[config.mk]
export PLATFORM = sky130hd
export DESIGN_NAME = arb_wrr_burst
export DESIGN_NICKNAME = d
export VERILOG_FILES = /design/src/rtl/arb_wrr_burst.sv
export SDC_FILE = /design/constraint.sdc
export NUM_CORES = 1
export LEC_CHECK = 0
export ABC_AREA = 1
export CELL_PAD_IN_SITES_DETAIL_PLACEMENT = 2
export CELL_PAD_IN_SITES_GLOBAL_PLACEMENT = 2
export CORE_AREA = 2 2 74 76
export CTS_CLUSTER_SIZE = 20
export DETAILED_ROUTE_END_ITERATION = 6
export DIE_AREA = 0 0 76 78
export HOLD_SLACK_MARGIN = 0.12
export PLACE_DENSITY = 0.82
export SLEW_MARGIN = 10
export SYNTH_ARGS = -nofsm -noshare
export SYNTH_HDL_FRONTEND = slang
export SYNTH_SLANG_ARGS = --single-unit
export TNS_END_PERCENT = 20
[constraint.sdc]
create_clock -name clk_i -period 2.28 [get_ports clk_i]
set_clock_uncertainty 0.05 [all_clocks]
set_input_delay 0.456 -clock clk_i [delete_from_list [all_inputs] [get_ports clk_i]]
set_output_delay 0.456 -clock clk_i [all_outputs]
set_load 0.05 [all_outputs]
[src/rtl/arb_wrr_burst.sv]
// arb_wrr_burst: weighted round-robin burst arbiter with zero-bubble handoff
module arb_wrr_burst #(
   parameter int NUM_REQS_P = 4,
   parameter int WEIGHT_W_P = 4,
   localparam int ID_W = (NUM_REQS_P > 1) ? $clog2(NUM_REQS_P) : 1
) (
   input  logic                             clk_i,
   input  logic                             reset_i,
   input  logic [NUM_REQS_P-1:0]            reqs_i,
   input  logic [NUM_REQS_P*WEIGHT_W_P-1:0] weights_i,
   input  logic                             yumi_i,
   output logic [NUM_REQS_P-1:0]            grants_o,
   output logic                             grant_v_o,
   output logic [ID_W-1:0]                  grant_id_o,
   output logic                             last_o
);
   typedef enum logic {IDLE_S, OWN_S} state_e;
   state_e state_q, state_d;
   logic [ID_W-1:0] owner_q, owner_d, ptr_q, ptr_d, base, win_id, owner_inc;
   logic [WEIGHT_W_P-1:0] rem_q, rem_d, win_w, win_load;
   logic win_v, owner_req, done;
   int idx;
   assign owner_inc = (owner_q == ID_W'(NUM_REQS_P-1)) ? '0 : owner_q + ID_W'(1);
   assign owner_req = reqs_i[owner_q];
   assign grant_v_o = ~reset_i & (state_q == OWN_S) & owner_req;
   assign grants_o = grant_v_o ? (NUM_REQS_P'(1) << owner_q) : '0;
   assign grant_id_o = grant_v_o ? owner_q : '0;
   assign last_o = grant_v_o & (rem_q == WEIGHT_W_P'(1));
   assign done = ~owner_req | (yumi_i & (rem_q == WEIGHT_W_P'(1)));
   assign base = (state_q == OWN_S) ? owner_inc : ptr_q;
   assign win_w = weights_i[int'(win_id)*WEIGHT_W_P +: WEIGHT_W_P];
   assign win_load = (win_w == '0) ? WEIGHT_W_P'(1) : win_w;
   // round-robin search from base; scanning downward lets the closest index win
   always_comb begin
      win_v = 1'b0;
      win_id = '0;
      idx = 0;
      for (int i = NUM_REQS_P-1; i >= 0; i--) begin
         idx = int'(base) + i;
         if (idx >= NUM_REQS_P) idx = idx - NUM_REQS_P;
         if (reqs_i[idx]) begin
            win_v = 1'b1;
            win_id = ID_W'(idx);
         end
      end
   end
   // next state: latch a new owner from IDLE or on ownership end, else count accepted beats
   always_comb begin
      state_d = state_q;
      owner_d = owner_q;
      rem_d = rem_q;
      ptr_d = ptr_q;
      if (state_q == IDLE_S || done) begin
         ptr_d = (state_q == OWN_S) ? owner_inc : ptr_q;
         state_d = win_v ? OWN_S : IDLE_S;
         owner_d = win_v ? win_id : owner_q;
         rem_d = win_v ? win_load : rem_q;
      end else if (yumi_i && grant_v_o) begin
         rem_d = rem_q - WEIGHT_W_P'(1);
      end
   end
   // state registers with synchronous reset
   always_ff @(posedge clk_i) begin
      if (reset_i) begin
         state_q <= IDLE_S;
         owner_q <= '0;
         rem_q <= '0;
         ptr_q <= '0;
      end else begin
         state_q <= state_d;
         owner_q <= owner_d;
         rem_q <= rem_d;
         ptr_q <= ptr_d;
      end
   end
endmodule

After elaboration in Yosys (flattened, before gate mapping)
Index checks and enable logic that the tools add are counted.
{"block": "totals", "input_bits": 23, "out_inout_bits": 8, "regBits": 9}
{"block": "classes", "mux": 35, "shifts": 2, "n_bitwise": 8, "add_sub_neg": 9, "n_reduce_logical": 6, "eq_ne": 3, "order_cmp": 9}
{"cell": "less-than comparator 32 x 4 -> 1 bit (second input constant)", "n": 4}
{"cell": "2-to-1 mux 32 bit", "n": 4}
{"cell": "2-to-1 mux 4 bit", "n": 5}
{"cell": "indexed part select 16 x 5 -> 4 bit", "n": 1}
{"cell": "2-to-1 mux 1 bit", "n": 14}
{"cell": "2-to-1 mux 2 bit", "n": 7}
{"cell": "subtractor 3 x 3 -> 4 bit (second input constant)", "n": 3}
{"cell": "binary-select mux 1 bit (select 2 bit)", "n": 5}
{"cell": ">= comparator 3 bit (second input constant)", "n": 3}
{"cell": "adder 2 x 2 -> 3 bit (second input constant)", "n": 2}
{"cell": "bitwise AND 1 bit", "n": 4}
{"cell": "== test 4 x 1 -> 1 bit (second input constant)", "n": 1}
{"cell": "zero test 4 bit", "n": 1}
{"cell": "AND reduction 2 bit", "n": 2}
{"cell": "<< shifter 1 x 2 -> 4 bit (first input constant)", "n": 1}
{"cell": "subtractor 2 x 3 -> 4 bit (second input constant)", "n": 1}
{"cell": "subtractor 4 x 1 -> 4 bit (second input constant)", "n": 1}
{"cell": "adder 2 x 1 -> 3 bit (second input constant)", "n": 1}
{"cell": ">= comparator 2 x 3 -> 1 bit (second input constant)", "n": 1}
{"cell": "less-than comparator 2 x 3 -> 1 bit (second input constant)", "n": 1}
{"cell": "NOT 1 bit", "n": 3}
{"cell": "adder 2 x 1 -> 2 bit (second input constant)", "n": 1}
{"cell": "== test 2 bit (second input constant)", "n": 1}
{"cell": "inequality test 2 bit (second input constant)", "n": 1}
{"cell": "other kinds (4)", "n": 4}

Longest topological paths before layout
{"block": "logic_depth", "depth_word": 18, "mapped_depth": 20, "depth_no_buf": 20}

Worst setup path before layout
No wires, ideal clock.
{"block": "synth_timing", "kind": "reg-to-output", "start": "register owner_q[0]", "end": "output grant_id_o[0]", "stages_incl_launch_ff": 7, "t_required_ns": 1.774, "t_arrival_ns": 2.469, "n_path_buf": 0, "setup_slack_ns": -0.695, "cell_sequence": "dfxtp_1 -> inv_1 -> o21ai_0 -> nand3_1 -> nor2_1 -> inv_1 -> nor2_1"}
{"block": "synth_via", "elab_chain_cells": 4}
{"element": "start, declared", "line": "19", "text": "logic [ID_W-1:0] owner_q, owner_d, ptr_q, ptr_d, base, win_id, owner_inc;"}
{"element": "start signal, assigned", "line": "71", "text": "owner_q <= owner_d;"}
{"element": "binary-select mux 1 bit (select 2 bit)", "line": "24", "text": "assign owner_req = reqs_i[owner_q];"}
{"element": "2-to-1 mux 1 bit (implied by the code)", "line": "24"}
{"element": "bitwise AND 1 bit", "line": "25", "text": "assign grant_v_o = ~reset_i & (state_q == OWN_S) & owner_req;"}
{"element": "via grant_v_o", "line": "13", "text": "output logic grant_v_o,"}
{"element": "2-to-1 mux 2 bit", "line": "27", "text": "assign grant_id_o = grant_v_o ? owner_q : '0;"}
{"element": "end, declared", "line": "14", "text": "output logic [ID_W-1:0] grant_id_o,"}
The timed path passes the listed nets, and every way through them passes these cells. The select of a mux whose other input is x is not followed.

Worst setup path after layout
{"block": "layout_timing", "start": "register owner_q[1]", "end": "register rem_q[0]"}
{"block": "layout_via", "elab_chain_cells": 18, "word_cells_on_any_way": 54, "cone_classes": "8 x add/sub; 4 x order compare; 2 x eq/ne; 1 x shift; 31 x mux; 3 x bitwise; 5 x reduce/logical"}
{"element": "adder 2 x 1 -> 2 bit or == test 2 bit (tied branches)", "line": "23", "text": "assign owner_inc = (owner_q == ID_W'(NUM_REQS_P-1)) ? '0 : owner_q + ID_W'(1);"}
{"element": "2-to-1 mux 2 bit", "line": "23"}
{"element": "2-to-1 mux 2 bit"}
{"element": "adder 2 x 2 -> 3 bit", "line": "39", "text": "idx = int'(base) + i;"}
{"element": "subtractor 3 x 3 -> 4 bit or >= comparator 3 bit (tied branches)", "line": "40", "text": "if (idx >= NUM_REQS_P) idx = idx - NUM_REQS_P;"}
{"element": "2-to-1 mux 32 bit", "line": "40"}
{"element": "binary-select mux 1 bit (select 2 bit)", "line": "41", "text": "if (reqs_i[idx]) begin"}
{"element": "2-to-1 mux 1 bit (implied by the code) (2 in series)", "line": "41"}
{"element": "2-to-1 mux 2 bit (4 in series)", "line": "41"}
{"element": "indexed part select 16 x 5 -> 4 bit", "line": "31", "text": "assign win_w = weights_i[int'(win_id)*WEIGHT_W_P +: WEIGHT_W_P];"}
{"element": "zero test 4 bit", "line": "32", "text": "assign win_load = (win_w == '0) ? WEIGHT_W_P'(1) : win_w;"}
{"element": "2-to-1 mux 4 bit", "line": "32"}
{"element": "2-to-1 mux 4 bit", "line": "57", "text": "rem_d = win_v ? win_load : rem_q;"}
{"element": "2-to-1 mux 4 bit", "line": "53", "text": "if (state_q == IDLE_S || done) begin"}
{"element": "end signal, assigned", "line": "72", "text": "rem_q <= rem_d;"}
{"element": "end, declared", "line": "20", "text": "logic [WEIGHT_W_P-1:0] rem_q, rem_d, win_w, win_load;"}
Several ways; a longest one is shown, not always the timed one. The select of a mux whose other input is x is not followed.
A chain may end at the register's enable or synchronous reset.

==> run summary <==
Outcome = finished, violations left
Failing checks = negative setup slack
Met3 WL = 154 µm
Ys Warns = 0
Die width = 76 µm
Met2 WL = 3410 µm
Final setup viols = 1
Uppermost layer routed = met4
FILL cells = 576
Antenna Nets Post-Route = 0
Final setup margin = -0.0584 ns
WS Path Type = reg2reg
Worst EP required = 2.40 ns
WL/cell = 18.0 µm
Area after DPL = 0.00179 mm²
Fin nets = 288
Remaining DRCs = 0
FF-to-FF Start = owner_q[1]
CTS H-Tree Depth = 1
WHS Endpoint = ptr_q[1]
Min-Delay Path Class = reg2reg
Fin cells = 328
Slew Viols, Final = 0
Post-Layout Inst Area = 0.00228 mm²
Worst reg2reg path depth = 17
Diodes inserted = 0
Syn Nets = 210
Seq/Total Area, Yosys = 17.2%
Post-cts hold buffer count = 0
Vias in the first global route = 1561
Full die area = 0.00593 mm²
Clock Tree Root = clkbuf_8
TritonCTS clock tree = yes
Syn_area_per_cell = 5.79 µm²
Cells after Synth = 181
Slew headroom = 81.5%
Hold Fails Final Rpt = 0
Initial cell density of the core = 20.8%
Area grow syn2layout = 118%
Least-Margin Pin Slew = 0.277 ns
Reg2reg end = rem_q[0]
Layout cell share with drive strength beyond 1 = 52.3%
Min-delay src = ptr_q[1]
Core ar. = 0.00504 mm²
Final min period = 2.34 ns
Skew-Pair Late Insertion Delay = 0.25 ns
Largest net degree at the start of global routing = 10
DRT Wirelength = 5890 µm
Startpoint types = flop
Synthesis-stage register bit count = 9
Max Fclk = 0.428 GHz
DR vias = 1558
GPL Wtd Cong = 0.752
CP arrival = 2.46 ns
Clock transition at path regs = 0.05 ns
GR Util All Layers = 15.1%
Via density = 4.75
Global-route wire length before repair = 7280 µm
Die height = 78 µm
I/O pins = 31
Critical Path Sink Type = flop
Core Util, Final = 45.3%
Final worst-path cycle share = 103%
Worst R2R Setup Slack = -0.06 ns
Total CTS buffers = 3
DR pass1 iterations = 4
Area of the multi-input gates = 0.00117 mm²
CTS Sinks = 9
Cells after DPL = 309
Iteration-0 DRC Markers = 16
Post-synthesis cell type count = 18
MaxCap Viol Count = 0
IO buf count = 30
Num rows = 26
RSZ-0062 raised after global routing = true
Met1 WL = 2110 µm
Reg area = 191 µm²
Post-Syn Area = 0.00105 mm²
Worst-path maximum fanout = 5
Post-DP HPWL = 3440 µm
Hold Path Stages = 2
Total gr overflow = 0
Clock Tree Buf Depth = 2
Final hold slack = 0.497 ns
Initial antenna violation count = 0
==> area by class of cell <==
| cell class | count | share of cell area (%) |
|---|---|---|
| repair buffers | 69 | 30.1 |
| clock buffers | 4 | 1.97 |
| inverters | 26 | 4.50 |
| multi-input cells | 150 | 51.2 |
| flip-flops and latches | 9 | 8.39 |
| well taps | 70 | 3.84 |
==> critical path, stage by stage (launching register included) <==
cell     delay, ns
dfxtp_4       0.37
ha_4          0.18
nor2_4        0.14
nand2_4       0.11
nand3_1       0.12
nand2_2       0.11
nand2_4       0.11
nand3_2       0.10
nand2_4       0.12
nand2_8       0.09
buf_4         0.15
nand3_1       0.09
nand3_2       0.09
nand2_1       0.08
nand3_1       0.09
nand2_1       0.07
nand2_1       0.05
a21oi_1       0.13
==> registers in the layout, indices dropped and copies added (netlist names) <==
register and count:
state_q 1, owner_q 2, rem_q 4, ptr_q 2
==> worst max path at each step <==
stage                     from            end  slack [ns]
floorplan           owner_q[0]  grant_id_o[0]       -0.07
global placement     reqs_i[2]       rem_q[1]       -0.23
detailed placement   reqs_i[3]       rem_q[0]       -0.34
CTS                 owner_q[0]       rem_q[0]       -0.09
global route        owner_q[0]       rem_q[0]       -0.21
finish              owner_q[1]       rem_q[0]       -0.06
==> cells by family (layout without fill, tap and decap cells) <==
group / count (synthesis) / count (layout) / synth area share (%)
AO/OA/AOI/OAI: 23 / 23 / 12.1
XOR/XNOR: 2 / 2 / 1.67
adder cells (fa/ha/maj): 6 / 6 / 7.17
buffers and inverters: 26 / 99 / 9.32
flip-flops: 9 / 9 / 17.2
AND/OR/NAND/NOR: 115 / 119 / 52.6
==> per-layer routing <==
layer / up-vias / GRT usage, %
met2: 33 / 30.1
met1: 758 / 16.4
li1: 750 / -
met4: 0 / 3.82
met5: - / 0
met3: 17 / 2.79
==> stage by stage <==
step | setup TNS [ns] | setup WS, ns
after floorplan | -0.498 | -0.0712
after global placement | -2.41 | -0.226
after detailed placement | -3.07 | -0.337
after CTS | -0.0867 | -0.0867
after global routing | -0.726 | -0.212
final | -0.0584 | -0.0584
==> what timing repair did <==
item / in CTS / in global routing
setup buffers: 2 / 9
gates cloned: 0 / 4
gates resized for setup: 17 / 81
pin swaps: 6 / 37
setup endpoints to repair: 13 / 14
endpoints found under the hold margin: 0 / 0
==> synthesized netlist by cell type <==
| library cell | count | share of area [%] |
|---|---|---|
| nor3_1 | 1 | 0.48 |
| ha_1 | 6 | 7.2 |
| o21ai_0 | 11 | 5.3 |
| xor2_1 | 2 | 1.7 |
| a21oi_1 | 8 | 3.8 |
| or2_2 | 1 | 0.60 |
| nand3_1 | 39 | 19 |
| inv_1 | 25 | 9.0 |
| a31oi_1 | 3 | 1.8 |
| nand2_4 | 3 | 3.2 |
| nand2_2 | 8 | 4.8 |
| dfxtp_1 | 9 | 17 |
| nand2_1 | 45 | 16 |
| inv_2 | 1 | 0.36 |
| a31oi_2 | 1 | 1.2 |
| nor2_1 | 15 | 5.4 |
| nand2_8 | 1 | 1.9 |
| nand3b_1 | 2 | 1.4 |
==> cell usage in the layout (no fill, tap or decap) <==
cell             synthesis  layout
a31oi_2                  1       1
a31oi_1                  3       3
a21oi_2                  0       1
buf_4                    0      34
nor2_1                  15       5
a21oi_1                  8       7
inv_4                    0       2
nand3_1                 39      22
buf_12                   0       8
xor2_1                   2       2
inv_2                    1       8
buf_6                    0       5
nand3_4                  0       1
clkbuf_1                 0       1
nor3_1                   1       1
nand3_2                  0      16
nor2_4                   0      10
dfxtp_4                  0       3
nand2_1                 45      23
dlygate4sd2_1            0       4
ha_4                     0       2
inv_1                   25      16
o21ai_2                  0       2
o21ai_1                  0       1
nand2_2                  8      18
clkbuf_8                 0       3
ha_1                     6       4
nand2_4                  3      15
dfxtp_1                  9       6
o21ai_0                 11       8
nand2_8                  1       5
or2_2                    1       1
nand3b_1                 2       2
clkdlybuf4s50_1          0      18
Power is not shown: default switching activity piles up to over one toggle a cycle in this logic, so the estimate is an artifact.
